## src/rtl/fifo_producer_arbiter.sv

```systemverilog
// Round-robin arbiter that shares one FIFO write port between NUM_REQ valid/ready producers.
// Each grant lasts until the owner drains or BURST beats have moved. One idle cycle sits between grants.
module fifo_producer_arbiter #(
  parameter int NUM_REQ = 4,
  parameter int WIDTH   = 8,
  parameter int BURST   = 16
) (
  input  logic                       clk_in,
  input  logic                       reset_in,
  input  logic [NUM_REQ*WIDTH-1:0]   reqData_in,
  input  logic [NUM_REQ-1:0]         reqValid_in,
  output logic [NUM_REQ-1:0]         reqReady_out,
  output logic [WIDTH-1:0]           outData_out,
  output logic                       outValid_out,
  input  logic                       outReady_in,
  output logic [NUM_REQ-1:0]         grant_out,
  output logic [7:0]                 beatCount_out
);

  localparam int IDX_W = (NUM_REQ > 1) ? $clog2(NUM_REQ) : 1;
  localparam int CNT_W = $clog2(BURST + 1);

  typedef enum logic {IDLE, OWNED} state_t;

  state_t             state_q, state_d;
  logic [NUM_REQ-1:0] grant_q, grant_d;
  logic [IDX_W-1:0]   owner_q, owner_d;
  logic [IDX_W-1:0]   rr_ptr_q, rr_ptr_d;
  logic [CNT_W-1:0]   count_q, count_d;

  logic [IDX_W-1:0]   winner_idx;
  logic [NUM_REQ-1:0] winner_onehot;
  logic               any_req;
  logic               owner_valid;
  logic [WIDTH-1:0]   masked_data [NUM_REQ];

  function automatic logic [IDX_W-1:0] wrap_add(input logic [IDX_W-1:0] a, input int unsigned b);
    int unsigned s;
    s = 32'(a) + b;
    if (s >= NUM_REQ) s = s - NUM_REQ;
    return IDX_W'(s);
  endfunction

  // Walk the offsets downward so the lowest offset from rr_ptr_q wins.
  always_comb begin
    winner_idx = '0;
    for (int j = NUM_REQ - 1; j >= 0; j--) begin
      if (reqValid_in[wrap_add(rr_ptr_q, j)]) winner_idx = wrap_add(rr_ptr_q, j);
    end
  end

  assign any_req = |reqValid_in;

  generate
    for (genvar gi = 0; gi < NUM_REQ; gi++) begin : g_lane
      assign winner_onehot[gi] = (winner_idx == IDX_W'(gi));
      assign masked_data[gi]   = reqData_in[gi*WIDTH +: WIDTH] & {WIDTH{grant_q[gi]}};
    end
  endgenerate

  // Combinational pass-through; an all-zero grant (IDLE or reset) forces every output low.
  always_comb begin
    outData_out = '0;
    for (int i = 0; i < NUM_REQ; i++) outData_out = outData_out | masked_data[i];
  end

  assign owner_valid  = |(reqValid_in & grant_q);
  assign outValid_out = owner_valid;
  assign reqReady_out = grant_q & {NUM_REQ{outReady_in}};
  assign grant_out    = grant_q;

  always_comb begin
    state_d  = state_q;
    grant_d  = grant_q;
    owner_d  = owner_q;
    rr_ptr_d = rr_ptr_q;
    count_d  = count_q;
    case (state_q)
      IDLE: begin
        if (any_req) begin
          state_d = OWNED;
          owner_d = winner_idx;
          grant_d = winner_onehot;
          count_d = '0;
        end
      end
      OWNED: begin
        if (!owner_valid) begin
          state_d  = IDLE;
          grant_d  = '0;
          rr_ptr_d = wrap_add(owner_q, 1);
        end else if (outReady_in) begin
          count_d = count_q + CNT_W'(1);
          if (count_q == CNT_W'(BURST - 1)) begin
            state_d  = IDLE;
            grant_d  = '0;
            rr_ptr_d = wrap_add(owner_q, 1);
          end
        end
      end
      default: begin
        state_d = IDLE;
        grant_d = '0;
      end
    endcase
  end

  always_ff @(posedge clk_in or negedge reset_in) begin
    if (!reset_in) begin
      state_q  <= IDLE;
      grant_q  <= '0;
      owner_q  <= '0;
      rr_ptr_q <= '0;
      count_q  <= '0;
    end else begin
      state_q  <= state_d;
      grant_q  <= grant_d;
      owner_q  <= owner_d;
      rr_ptr_q <= rr_ptr_d;
      count_q  <= count_d;
    end
  end

  // A 256-beat burst needs a 9-bit counter; the 8-bit port shows 255 for the final value.
  generate
    if (CNT_W > 8) begin : g_cnt_sat
      assign beatCount_out = (count_q > CNT_W'(255)) ? 8'hFF : count_q[7:0];
    end else begin : g_cnt_ext
      assign beatCount_out = 8'(count_q);
    end
  endgenerate

endmodule

```

## config.mk

```make
export PLATFORM = sky130hd
export DESIGN_NAME = fifo_producer_arbiter
export DESIGN_NICKNAME = d
export VERILOG_FILES = /design/src/rtl/fifo_producer_arbiter.sv
export SDC_FILE = /design/constraint.sdc
export NUM_CORES = 1
export LEC_CHECK = 0
export BUFFER_PORTS_ARGS = -buffer_cell sky130_fd_sc_hd__buf_2
export CORE_MARGIN = 3
export CORE_UTILIZATION = 30
export CTS_CLUSTER_DIAMETER = 120
export DETAILED_ROUTE_END_ITERATION = 8
export PLACE_DENSITY = 0.61
export SKIP_LAST_GASP = 1
export SLEW_MARGIN = 30
export SYNTH_ARGS = -nofsm -noshare
export SYNTH_HDL_FRONTEND = slang
export SYNTH_SLANG_ARGS = --single-unit
```

## constraint.sdc

```tcl
create_clock -name clk_in -period 2.15 [get_ports clk_in]
set_clock_uncertainty 0.2 [all_clocks]
set_input_delay 0.43 -clock clk_in [delete_from_list [all_inputs] [get_ports clk_in]]
set_output_delay 0.43 -clock clk_in [all_outputs]
set_load 0.02 [all_outputs]
```

Yosys cells after proc, flatten, opt, wreduce, memory -nomap -nowiden
Index checks and enable logic that the tools add are counted.
{"block": "word_totals", "register_bits": 14, "in_bits": 39, "out_inout_bits": 25, "elab_cells": 86}
{"block": "op_classes", "n_addsub": 10, "magnitude_cmp": 9, "n_eq_ne": 11, "n_mux": 34, "n_bitwise": 10, "reduce_logical": 7}
{"operator": "AND 8 bit", "count": 4}
{"operator": "two-way mux 2 bit", "count": 12}
{"operator": "bitwise OR 8 bit", "count": 3}
{"operator": "two-way mux 4 bit", "count": 4}
{"operator": "two-way mux 5 bit", "count": 3}
{"operator": "greater-or-equal comparator 3 bit, second input constant", "count": 4}
{"operator": "less-than comparator 2 x 3 -> 1 bit, second input constant", "count": 4}
{"operator": "one-hot mux 5 bit (2 select lines)", "count": 1}
{"operator": "subtractor 2 x 1 -> 2 bit, second input constant", "count": 5}
{"operator": "AND reduction 3 bit", "count": 3}
{"operator": "AND 4 bit", "count": 2}
{"operator": "binary-select mux 1 bit (select 2 bit)", "count": 4}
{"operator": "two-way mux 1 bit", "count": 8}
{"operator": "one-hot mux 4 bit (2 select lines)", "count": 1}
{"operator": "OR reduction 4 bit", "count": 2}
{"operator": "adder 2 x 1 -> 3 bit, second input constant", "count": 2}
{"operator": "adder 2 x 2 -> 3 bit, second input constant", "count": 2}
{"operator": "inequality test 2 bit, second input constant", "count": 3}
{"operator": "adder 5 x 1 -> 5 bit, second input constant", "count": 1}
{"operator": "equality test 5 x 4 -> 1 bit, second input constant", "count": 1}
{"operator": "equality test 2 bit, second input constant", "count": 2}
{"operator": "inequality test 2 x 1 -> 1 bit, second input constant", "count": 2}
{"operator": "greater-or-equal comparator 2 x 3 -> 1 bit, second input constant", "count": 1}
{"operator": "inequality test 3 x 2 -> 1 bit, second input constant", "count": 1}
{"operator": "other kinds (6)", "count": 6}

Logic depth before layout (Yosys ltp)
{"block": "logic_depth", "ltp_word": 12, "depth_mapped": 7, "depth_no_buf": 7}

Worst setup path before layout
No wires, ideal clock.
{"block": "synth_timing", "path_kind": "reg-to-reg", "start": "register count_q[0]", "end": "register grant_q[2] (netlist: grant_out[2])", "setup_time_ns": 0.101, "arrival_ns": 1.521, "t_required_ns": 1.849, "slack_ns": 0.329, "stages_incl_launch_ff": 8, "n_path_buf": 0, "synth_period_minus_slack_ns": 1.821, "cell_sequence": "dfrtp_1 ha_1 and3_1 ha_1 nand2_1 o21ai_1 and2_1 o32ai_1"}
{"block": "synth_via", "elab_chain_cells": 3}
{"item": "start, declared", "line": "29", "text": "logic [CNT_W-1:0] count_q, count_d;"}
{"item": "start signal, assigned", "line": "120", "text": "count_q <= count_d;"}
{"item": "equality test 5 x 4 -> 1 bit", "line": "94", "text": "if (count_q == CNT_W'(BURST - 1)) begin"}
{"item": "inequality test 3 x 2 -> 1 bit (no source line)"}
{"item": "AND reduction 3 bit (no source line)"}
{"item": "end signal, assigned", "line": "117", "text": "grant_q <= grant_d;"}
{"item": "end, declared", "line": "26", "text": "logic [NUM_REQ-1:0] grant_q, grant_d;"}
No other way between the ends.
A chain may end at the register's enable or synchronous reset.

Worst setup path in the final report
{"block": "layout_timing", "start": "register grant_q[0] (netlist: grant_out[0])", "end": "output outValid_out"}
{"block": "layout_via", "elab_chain_cells": 2}
{"item": "AND 4 bit", "line": "67", "text": "assign owner_valid = |(reqValid_in & grant_q);"}
{"item": "OR reduction 4 bit", "line": "67"}
{"item": "end, declared", "line": "14", "text": "output logic outValid_out,"}
No other way between the ends.

==> reports/results.ini <==
[run_status]
status = finished, final reports clean

[yosys]
yosysTopAreaCellShare_pct = 35.9
ys_types = 32
synth_edf_count = 0
synth_top_family_by_area = compound AO/OA/AOI/OAI gates
syn-cell-area_um2 = 976
synthMuxAreaShare_pct = 2.18
syn_avg_cell_area_um2 = 8.79
yosys-top-cells-count = a22oi_1 (16), dfrtp_1 (14), nand2_1 (13)
seq_area_frac_synth_pct = 35.9
synth_compound_area_share_pct = 34.5
syn_inst = 111
async_flop_share_pct = 100
synth_most_common_cell = a22oi_1
synth-simple-area-share_pct = 16.3
synth_area_leaders = dfrtp_1 (36%), a22oi_1 (12%), nand2_1 (5.0%)
synth_top_cell_by_area = dfrtp_1
synth_fa_ha_area_share_pct = 2.56
ys_ff_latch = 14
yosys_warnings = 0
ys.flop_type = dfrtp_1
synth_xor_area_share_pct = 0.897

[clocking]
ctsResizeCount = 0
post_cts_buffers = 0
clk_path_buf_depth = 2
numCtsBuffers = 3
cts_tree = yes
htreeDepth = 1
clk_latency_ns = 0.28
cts_root_buf = clkbuf_4
clkSinkCount = 14
clkTransAtPathRegs_ns = 0.08

[route]
wl_um = 2670
drtAntennaViolNets = 0
dr.first_iter.drc_count = 21
via_per_inst = 4.99
drt_pass1_iterations = 4
vias = 1083
drt-wirelength-per-cell_um = 12.3
drc = 0

[cells_and_area]
drive_gt1_share_pct = 42.8
insertedDiodeCount = 0
multi_input_area_um2 = 562
regArea_um2 = 350
nFillCells = 321
nets = 215
area_delta_synth_final_pct = 40.4
design_area_mm2 = 0.00137

[sta]
fin_tns_setup_ns = 0
hold_viol = 0
rsz0062_at_grt = false
fin_ws_ns = 0.191
min_period_ns = 1.96
finalCritPeriodShare_pct = 91.1
slew_viol_final = 0
clock.fmax_ghz = 0.510
setup_viol = 0

[worst_setup_path]
reg2reg_to = grant_out[1]$_DFFE_PN0P_
cp_slowest_cell = dfrtp_1
crit_chain = a22o_4 > nor2_1 > inv_1 > buf_2
cp_max_fo = 3
cp_slowest_stage_delay_ns = 0.40
crit_type = register to output pin
required_ns = 1.52
rr_startpoint = count_q[0]$_DFFE_PN0P_
critPathLaunchType = register
r2r_slack_ns = 0.24
crit_arrival_ns = 1.33
cp_num_buf_inv = 2
critical-path-top-delay-family = flip-flops
r2r_cells = 7
end_kind = output pin

[worst_hold_path]
hold_end = owner_q[1]$_DFFE_PN0P_
hp-start = owner_q[1]$_DFFE_PN0P_
holdPathStages = 2
hold_class = register to register

[grt]
grt_pass1_vias = 1054
grt_pass1_wl_um = 4530
grt-ovfl-total = 0
antenna_found_initial = 0
track_usage_pct = 13.9
grt_max_degree = 15

[flow_run]
drv_cap = 0

[floorplan]
start_util_pct = 31.7
die_area_mm2 = 0.00397
die_w_um = 63.0
rows = 20
coreArea_mm2 = 0.00308
io_pins = 64
die_y_um = 63.0

[power]
powerDensity_mw_per_mm2 = 1170
leakagePower_uw = 0.000714
ir_drop_mv = 0.550

[place]
hpwl_um = 2190
dpl-instance-area_mm2 = 0.00132
io_buffers = 60
gp_congestion = 0.796
post-place-ws_ns = 0.275

==> where the power goes <==
part	leakage, µW	internal, µW	switching (µW)
clock network	0.0000210	103	82.1
logic	0.000513	392	569
registers	0.000180	350	101
==> worst reg2reg max path, delay by kind of cell, from the launching register on <==
kind / cells / cell delay (ns)
AOI/OAI and AO/OA: 3 / 0.51
adders and majority gates: 2 / 0.42
DFF: 1 / 0.43
and+or+nand+nor: 2 / 0.29
==> layout by cell type, fill, tap and decap left out, drive strengths merged, types with 2 or more instances in the layout <==
cell type,instances
o32ai,2
a22oi,16
and2,5
a32o,3
buf,65
o21ai,6
a21oi,9
o22ai,2
inv,5
nor2,3
clkbuf,4
ha,2
dfrtp,14
a22o,2
nand3,5
conb,3
nand2,13
==> timing repair <==
action / CTS / global route
hold buffers: 1 / 0
setup endpoints to repair: 0 / 0
hold endpoints to repair: 14 / 0
==> metal layers <==
layer  global-route usage (%)  wire (µm)  up-vias  part of all wire, %
met2                     25.7       1240       51                   47
met4                     5.79         55        0                  2.1
met5                        0          0        -                    0
met3                     4.14        273        6                   10
li1                         -          -      540                    -
met1                     14.4       1100      486                   41
==> registers in the layout (all words and copies together), names as in the netlist <==
name / cells
grant_out: 4
count_q: 5
state_q: 1
owner_q: 2
rr_ptr_q: 2
==> through the flow <==
step / hold slack, ns / total power [µW] / util, % / cells
after global routing: 0.329 / 1730 / 44.5 / 217
after detailed placement: 0.143 / 1430 / 43.0 / 212
after global placement: 0.137 / 1400 / 43.0 / 212
after CTS: 0.311 / 1620 / 44.5 / 217
after floorplan: -0.0656 / 1120 / - / 113
final: 0.310 / 1600 / 44.5 / 217
==> logic make-up after synthesis <==
family | count (synthesis)
fa+ha+maj | 2
mux | 2
xor+xnor | 1
other cells | 1
buf+inv | 15
simple gates | 32
flops | 14
compound gates | 44
==> worst max-delay path by stage <==
stage / startpoint / endpoint / cells past startpoint
2_1_floorplan: count_q[0]$_DFFE_PN0P_ / grant_out[2]$_DFFE_PN0P_ / 7
3_3_place_gp: reqValid_in[0] / outValid_out / 5
3_5_place_dp: count_q[0]$_DFFE_PN0P_ / rr_ptr_q[0]$_DFFE_PN0P_ / 7
4_1_cts: grant_out[0]$_DFFE_PN0P_ / outValid_out / 4
5_1_grt: grant_out[0]$_DFFE_PN0P_ / outValid_out / 4
6_report: grant_out[0]$_DFFE_PN0P_ / outValid_out / 4
==> cell type report <==
| type | count | area share, % |
|---|---|---|
| clock buffers | 4 | 2.65 |
| multi-input cells | 84 | 41.0 |
| inverters | 5 | 1.37 |
| well taps | 44 | 4.02 |
| flip-flops and latches | 14 | 25.6 |
| repair buffers | 66 | 25.4 |
Power figures use the tool's default switching activity.
